<file path="config.mk">
export PLATFORM = sky130hd
export DESIGN_NAME = tec8_timing_gen
export DESIGN_NICKNAME = d
export VERILOG_FILES = /design/src/rtl/tec8_timing_pkg.sv /design/src/rtl/tec8_qd_sync.sv /design/src/rtl/tec8_timing_gen.sv
export SDC_FILE = /design/constraint.sdc
export NUM_CORES = 1
export LEC_CHECK = 0
export BUFFER_PORTS_ARGS = -buffer_cell sky130_fd_sc_hd__buf_2
export CORE_AREA = 5 5 42 44
export CTS_CLUSTER_SIZE = 40
export DETAILED_ROUTE_END_ITERATION = 10
export DIE_AREA = 0 0 47 49
export PLACE_DENSITY = 0.71
export SKIP_CTS_REPAIR_TIMING = 1
export SYNTH_ARGS = -nofsm -noshare
export SYNTH_HDL_FRONTEND = slang
export SYNTH_HIERARCHICAL = 1
export SYNTH_SLANG_ARGS = --single-unit
</file>
<file path="constraint.sdc">
create_clock -name clk -period 1.74 [get_ports clk]
set_input_delay 0.348 -clock clk [delete_from_list [all_inputs] [get_ports clk]]
set_output_delay 0.348 -clock clk [all_outputs]
set_load 0.01 [all_outputs]
</file>
<file path="src/rtl/tec8_timing_pkg.sv">
// Shared types and helpers for the TEC-8 beat/phase timing generator.
package tec8_timing_pkg;

    // Phase inside a machine beat; each phase lasts one clk cycle.
    typedef enum logic [1:0] {
        T1 = 2'd0,
        T2 = 2'd1,
        T3 = 2'd2,
        T4 = 2'd3
    } phase_e;

    // Machine beat, one-hot so it maps straight onto w1/w2/w3.
    typedef enum logic [2:0] {
        W1 = 3'b001,
        W2 = 3'b010,
        W3 = 3'b100
    } beat_e;

    // Beat that follows the current one at the end of T4.
    // W2 gives short priority over long; W3 always returns to W1;
    // long has no meaning in W1.
    function automatic beat_e next_beat(input beat_e cur, input logic short_req,
                                        input logic long_req);
        beat_e nb;
        nb = W1;
        case (cur)
            W1:      nb = short_req ? W1 : W2;
            W2:      nb = short_req ? W1 : (long_req ? W3 : W1);
            default: nb = W1;
        endcase
        return nb;
    endfunction

    // One-hot phase strobe pattern {t4,t3,t2,t1} for a given phase.
    function automatic logic [3:0] phase_strobe(input phase_e p);
        return 4'b0001 << p;
    endfunction

endpackage

</file>
<file path="src/rtl/tec8_qd_sync.sv">
// Synchroniser for the asynchronous QD push-button plus a one-cycle
// rising-edge pulse taken from the last synchroniser stage.
module tec8_qd_sync #(
    parameter int SYNC_STAGES = 2
) (
    input  logic clk,
    input  logic clr,
    input  logic qd_async,
    output logic qd_rise
);

    logic [SYNC_STAGES-1:0] sync_reg;
    logic                   prev_reg;

    // Shift the raw button level through the synchroniser chain and keep
    // one cycle of history of the last stage for edge detection.
    always_ff @(posedge clk or negedge clr) begin
        if (!clr) begin
            sync_reg <= '0;
            prev_reg <= 1'b0;
        end else begin
            sync_reg <= {sync_reg[SYNC_STAGES-2:0], qd_async};
            prev_reg <= sync_reg[SYNC_STAGES-1];
        end
    end

    assign qd_rise = sync_reg[SYNC_STAGES-1] & ~prev_reg;

endmodule

</file>
<file path="src/rtl/tec8_timing_gen.sv">
// Beat/phase timing generator for the hardwired controller: produces the
// one-hot beat w1..w3 and the registered phase strobes t1..t4.
module tec8_timing_gen
    import tec8_timing_pkg::*;
#(
    parameter int SYNC_STAGES = 2
) (
    input  logic clk,
    input  logic clr,
    input  logic qd,
    input  logic short,
    input  logic long,
    input  logic stop,
    output logic w1,
    output logic w2,
    output logic w3,
    output logic t1,
    output logic t2,
    output logic t3,
    output logic t4,
    output logic running,
    output logic beat_end
);

    logic       qd_rise;
    phase_e     phase_reg, phase_next;
    beat_e      beat_reg, beat_next;
    logic       running_reg, running_next;
    logic [3:0] t_reg, t_next;

    tec8_qd_sync #(
        .SYNC_STAGES(SYNC_STAGES)
    ) u_qd_sync (
        .clk      (clk),
        .clr      (clr),
        .qd_async (qd),
        .qd_rise  (qd_rise)
    );

    // State register: phase, beat, run flag and the strobe flops.
    always_ff @(posedge clk or negedge clr) begin
        if (!clr) begin
            phase_reg   <= T1;
            beat_reg    <= W1;
            running_reg <= 1'b0;
            t_reg       <= 4'b0000;
        end else begin
            phase_reg   <= phase_next;
            beat_reg    <= beat_next;
            running_reg <= running_next;
            t_reg       <= t_next;
        end
    end

    // Next state: advance phases while running, change beat at the end of
    // T4 (even when stopping, so the held beat is the one to resume), and
    // accept a start event only while idle. The strobes are precomputed
    // from the next state so t1..t4 come straight from flops.
    always_comb begin
        phase_next   = phase_reg;
        beat_next    = beat_reg;
        running_next = running_reg;
        if (running_reg) begin
            if (phase_reg == T4) begin
                beat_next  = next_beat(beat_reg, short, long);
                phase_next = T1;
                if (stop) begin
                    running_next = 1'b0;
                end
            end else begin
                phase_next = phase_e'(phase_reg + 2'd1);
            end
        end else if (qd_rise) begin
            running_next = 1'b1;
            phase_next   = T1;
        end
        t_next = running_next ? phase_strobe(phase_next) : 4'b0000;
    end

    // Outputs: beat lines, strobes and the end-of-beat flag.
    always_comb begin
        {w3, w2, w1}     = beat_reg;
        {t4, t3, t2, t1} = t_reg;
        running          = running_reg;
        beat_end         = running_reg & (phase_reg == T4);
    end

    // The beat register must always hold exactly one beat.
    assert property (@(posedge clk) disable iff (!clr) $onehot(beat_reg));

    // Strobes are one-hot while running and silent while halted.
    assert property (@(posedge clk) disable iff (!clr)
        running_reg ? $onehot(t_reg) : (t_reg == 4'b0000));

endmodule

</file>
# == Yosys cells after proc, flatten, opt, wreduce, memory -nomap -nowiden ==
# Index checks and enable logic that the tools add are counted.
# word_totals
ff_bits,13
latchBits,0
ramBits,0
rom_bits,0
in_bits,6
word_cells,27
mem_count,0
# op_classes
addsub,1
mul,0
div_mod_pow,0
order_cmp,0
n_eq_ne,3
shift,1
muxes,12
bitwise,3
reduce_logical,1
# ops
operator,n
two-way mux 2 bit,4
two-way mux 3 bit,2
one-hot mux 3 bit (2 select lines),1
two-way mux 1 bit,4
two-way mux 4 bit,1
"<< shifter 1 x 2 -> 4 bit, first input constant",1
"equality test 3 x 1 -> 1 bit, second input constant",1
"equality test 3 x 2 -> 1 bit, second input constant",1
"adder 2 x 1 -> 2 bit, second input constant",1
AND 1 bit,2
"equality test 2 bit, second input constant",1
AND reduction 2 bit,1
NOT 1 bit,1

# == Longest topological paths before layout ==
# logic_depth
depth_word,6
mapped_depth,4
mapped_depth_nobuf,4

# == Cells and area by module ==
# Netlist, hierarchy kept.
# modules_own_cells
module,n_inst,cells_each,area_per_inst_um2,seq_area_each_um2
tec8_timing_gen,1,38,427.9,251.5
tec8_qd_sync,1,4,88.8,75.1

# == Worst setup path before layout ==
# No wires, ideal clock.
# synth_path
path_type,register to register
startpoint,reg phase_reg[0]
endpoint,reg beat_reg[2]
t_arrival_ns,1.238
required_ns,1.664
path_slack_ns,0.426
stages_incl_launch_ff,5
n_path_buf,0
synth_period_minus_slack_ns,1.314
path_cell_list,dfrtp_1 ha_1 nand2_4 or4_1 o21ai_1
# synth_via
elab_chain_len,2
# synth_rtl
item,line,rtl
from (decl),tec8_timing_gen.sv:26,"phase_e phase_reg, phase_next;"
from (signal assigned),tec8_timing_gen.sv:48,phase_reg <= phase_next;
equality test 2 bit,tec8_timing_gen.sv:64,if (phase_reg == T4) begin
AND reduction 2 bit (no line),-,
to (signal assigned),tec8_timing_gen.sv:49,beat_reg <= beat_next;
to (decl),tec8_timing_gen.sv:27,"beat_e beat_reg, beat_next;"
# No other way between the ends.
# A chain may end at the register's enable or synchronous reset.

# == Worst setup path in the final report ==
# layout_path
startpoint,reg phase_reg[0]
endpoint,out beat_end
# layout_via
elab_chain_len,2
# layout_rtl
item,line,rtl
equality test 2 bit,tec8_timing_gen.sv:85,beat_end = running_reg & (phase_reg == T4);
AND 1 bit,tec8_timing_gen.sv:85,
to (decl),tec8_timing_gen.sv:22,output logic beat_end
# No other way between the ends.

==> impl_metrics.toml <==
[cts]
root_buffer = "clkbuf_4"
clk_pin_slew_ns = 0.07
clock_sinks = 13
cts_buffers = 3
h-tree-depth = 1
clockBufferDepth = 2
clk_latency_ns = 0.27
cts_tree = "built"

[grt]
antenna_found_initial = 0
grt_pass1_wl_mm = 1.29
grt_use_met2_pct = 10.9
gr-usage-met1_pct = 9.24
met3_usage_pct = 6.27
overflow = 0
grt_max_degree = 14
top_usage_layer = "met2"
grt_pass1_vias = 330
track_usage_pct = 8.01

[placement]
dpl.cell_count = 71
place_area_um2 = 596
hpwl_um = 649
portBuffers = 14
place_congestion = 0.778

[synth]
synthesis.area_um2 = 517
syn_nets = 49
postSynthCellCount = 42
synthFlopType = "dfrtp_1"
synth-edff-count = 0
synth-seq-cells = 13
yosys.area.top_type = "dfrtp_1"
synthArstFlopShare_pct = 100
synth_area_leaders = "dfrtp_1 (58%), dfstp_2 (5.1%), a22o_2 (3.9%)"
synth_common_cells = "dfrtp_1 (12), nand2_1 (5), nor2_1 (4), inv_1 (3)"
postSynthAreaPerCell_um2 = 12.3
ys_types = 20
yosys_warnings = 6
yosys.area.top_type_share_pct = 58.1
yosysMostFrequentCell = "dfrtp_1"
yosysSeqAreaShare_pct = 63.2

[critical_path]
rr_worst_depth = 4
endpoint = "beat_end"
crit_start = "phase_reg[0]"
crit_fanout = 6
crit_type = "reg -> out"
start_kind = "flip-flop"
r2r_slack_ns = 0.33
r2r_end = "beat_reg[2]"
cp_data_required_time_ns = 1.39
r2r-start = "phase_reg[0]"
critPathArrivalTime_ns = 1.25
critPathCaptureType = "primary output"

[final_layout]
areaGrowthSynthToFinish_pct = 22.5
largest_reg_flops = 4
n_fill_cell = 150
layout-drive-gt1-share_pct = 40.0
n_antenna_cell = 0
fin_nets = 68
fin_util_pct = 45.2
fin_area_um2 = 633
stdcell_count = 76

[hold_path]
hold_path_class = "in -> reg"

[floorplan]
start_util_pct = 36.9
die_h_um = 49
rows = 14
core_mm2 = 0.00140
design.die.area_mm2 = 0.00230
die_w_um = 47
ioPinCount = 15

[pwr]
p_leak_uw = 0.000340
power.density_mw_per_mm2 = 1660
vdd_ir_drop_max_uv = 870

[route]
drtIter0Drc = 5
drt-total-wl_um = 814
viasPerCell = 4.78
avgRoutedWirePerCell_um = 10.7
drc = 0
vias = 363
ant_nets = 0
drtPass1Iterations = 4

[sta]
post-route-period-util_pct = 91.7
tns_ns = 0
period_needed_ns = 1.60
slew_headroom_pct = 76.9
setup_viol = 0
tightest_slew_ns = 0.346
max_freq_mhz = 627
skew_ns = 0.00330
rsz0062_at_grt = "false"
hold_viol_final = 0
final_max_slew_viol_count = 0

[job]
max_cap_violations = 0

[status]
status = "finished clean"
==> report_power, final <==
group          internal (uW)  switching (uW)  total [uW]
Combinational            189             193         383
Sequential               405            88.0         493
Clock                   85.3            91.9         177
Total                    680             373        1050
==> placed cells by master, fill, tap and decap left out, types with 2 or more instances in the layout <==
cell / count
nor2_1: 4
buf_2: 14
dfrtp_1: 12
nand2_1: 5
a22o_2: 2
inv_1: 3
clkbuf_4: 3
o22ai_1: 2
==> worst max-delay path, stage by stage, from the launching register on <==
cell	delay, ns
dfrtp_1	0.43
ha_1	0.26
nand2_4	0.10
inv_1	0.05
buf_2	0.13
==> per-stage QoR <==
step / power, uW / hold slack [ns] / setup WS [ns]
2_1_floorplan: 780 / 0.0524 / 0.426
3_3_place_gp: 878 / 0.242 / 0.383
3_5_place_dp: 889 / 0.246 / 0.335
4_1_cts: 1070 / -0.0579 / 0.135
5_1_grt: 1140 / 0.159 / 0.0395
6_report: 1050 / 0.175 / 0.145
==> layout make-up <==
cell class / count / area (um^2) / share of cell area (%)
clock buffer: 3 / 22.5 / 3.56
clock inverter: 1 / 5.00 / 0.791
inverter: 3 / 11.3 / 1.78
multi-input combinational: 25 / 168 / 26.5
sequential: 13 / 327 / 51.6
tap: 16 / 20.0 / 3.16
timing repair buffer: 15 / 80.1 / 12.6
==> kinds of logic (layout without fill, tap and decap cells) <==
family          count (synthesis)  after routing  synth area share (%)
mux                             1              1                  1.94
flops                          13             13                  63.2
compound gates                  7              7                  9.93
simple gates                   16             16                  18.2
buf+inv                         4             22                  4.36
fa+ha+maj                       1              1                  2.42
==> routing by layer <==
| layer | share of wire, % | wire (um) | up-vias |
|---|---|---|---|
| li1 | - | - | 181 |
| met1 | 44 | 358 | 171 |
| met2 | 45 | 366 | 11 |
| met3 | 11 | 90 | 0 |
| met4 | 0 | 0 | 0 |
| met5 | 0 | 0 | - |
==> worst min path at each step <==
stage                     start               endpoint  slack [ns]  depth (start not counted)
final                        qd  u_qd_sync/sync_reg[0]        0.17                          1
after global routing         qd  u_qd_sync/sync_reg[0]        0.16                          1
after CTS                   clr  u_qd_sync/sync_reg[1]       -0.06                          1
after detailed placement    clr  u_qd_sync/sync_reg[1]        0.25                          1
after global placement      clr  u_qd_sync/sync_reg[0]        0.24                          1
after floorplan             clr            beat_reg[1]        0.05                          0
(Power assumes the default switching activity.)
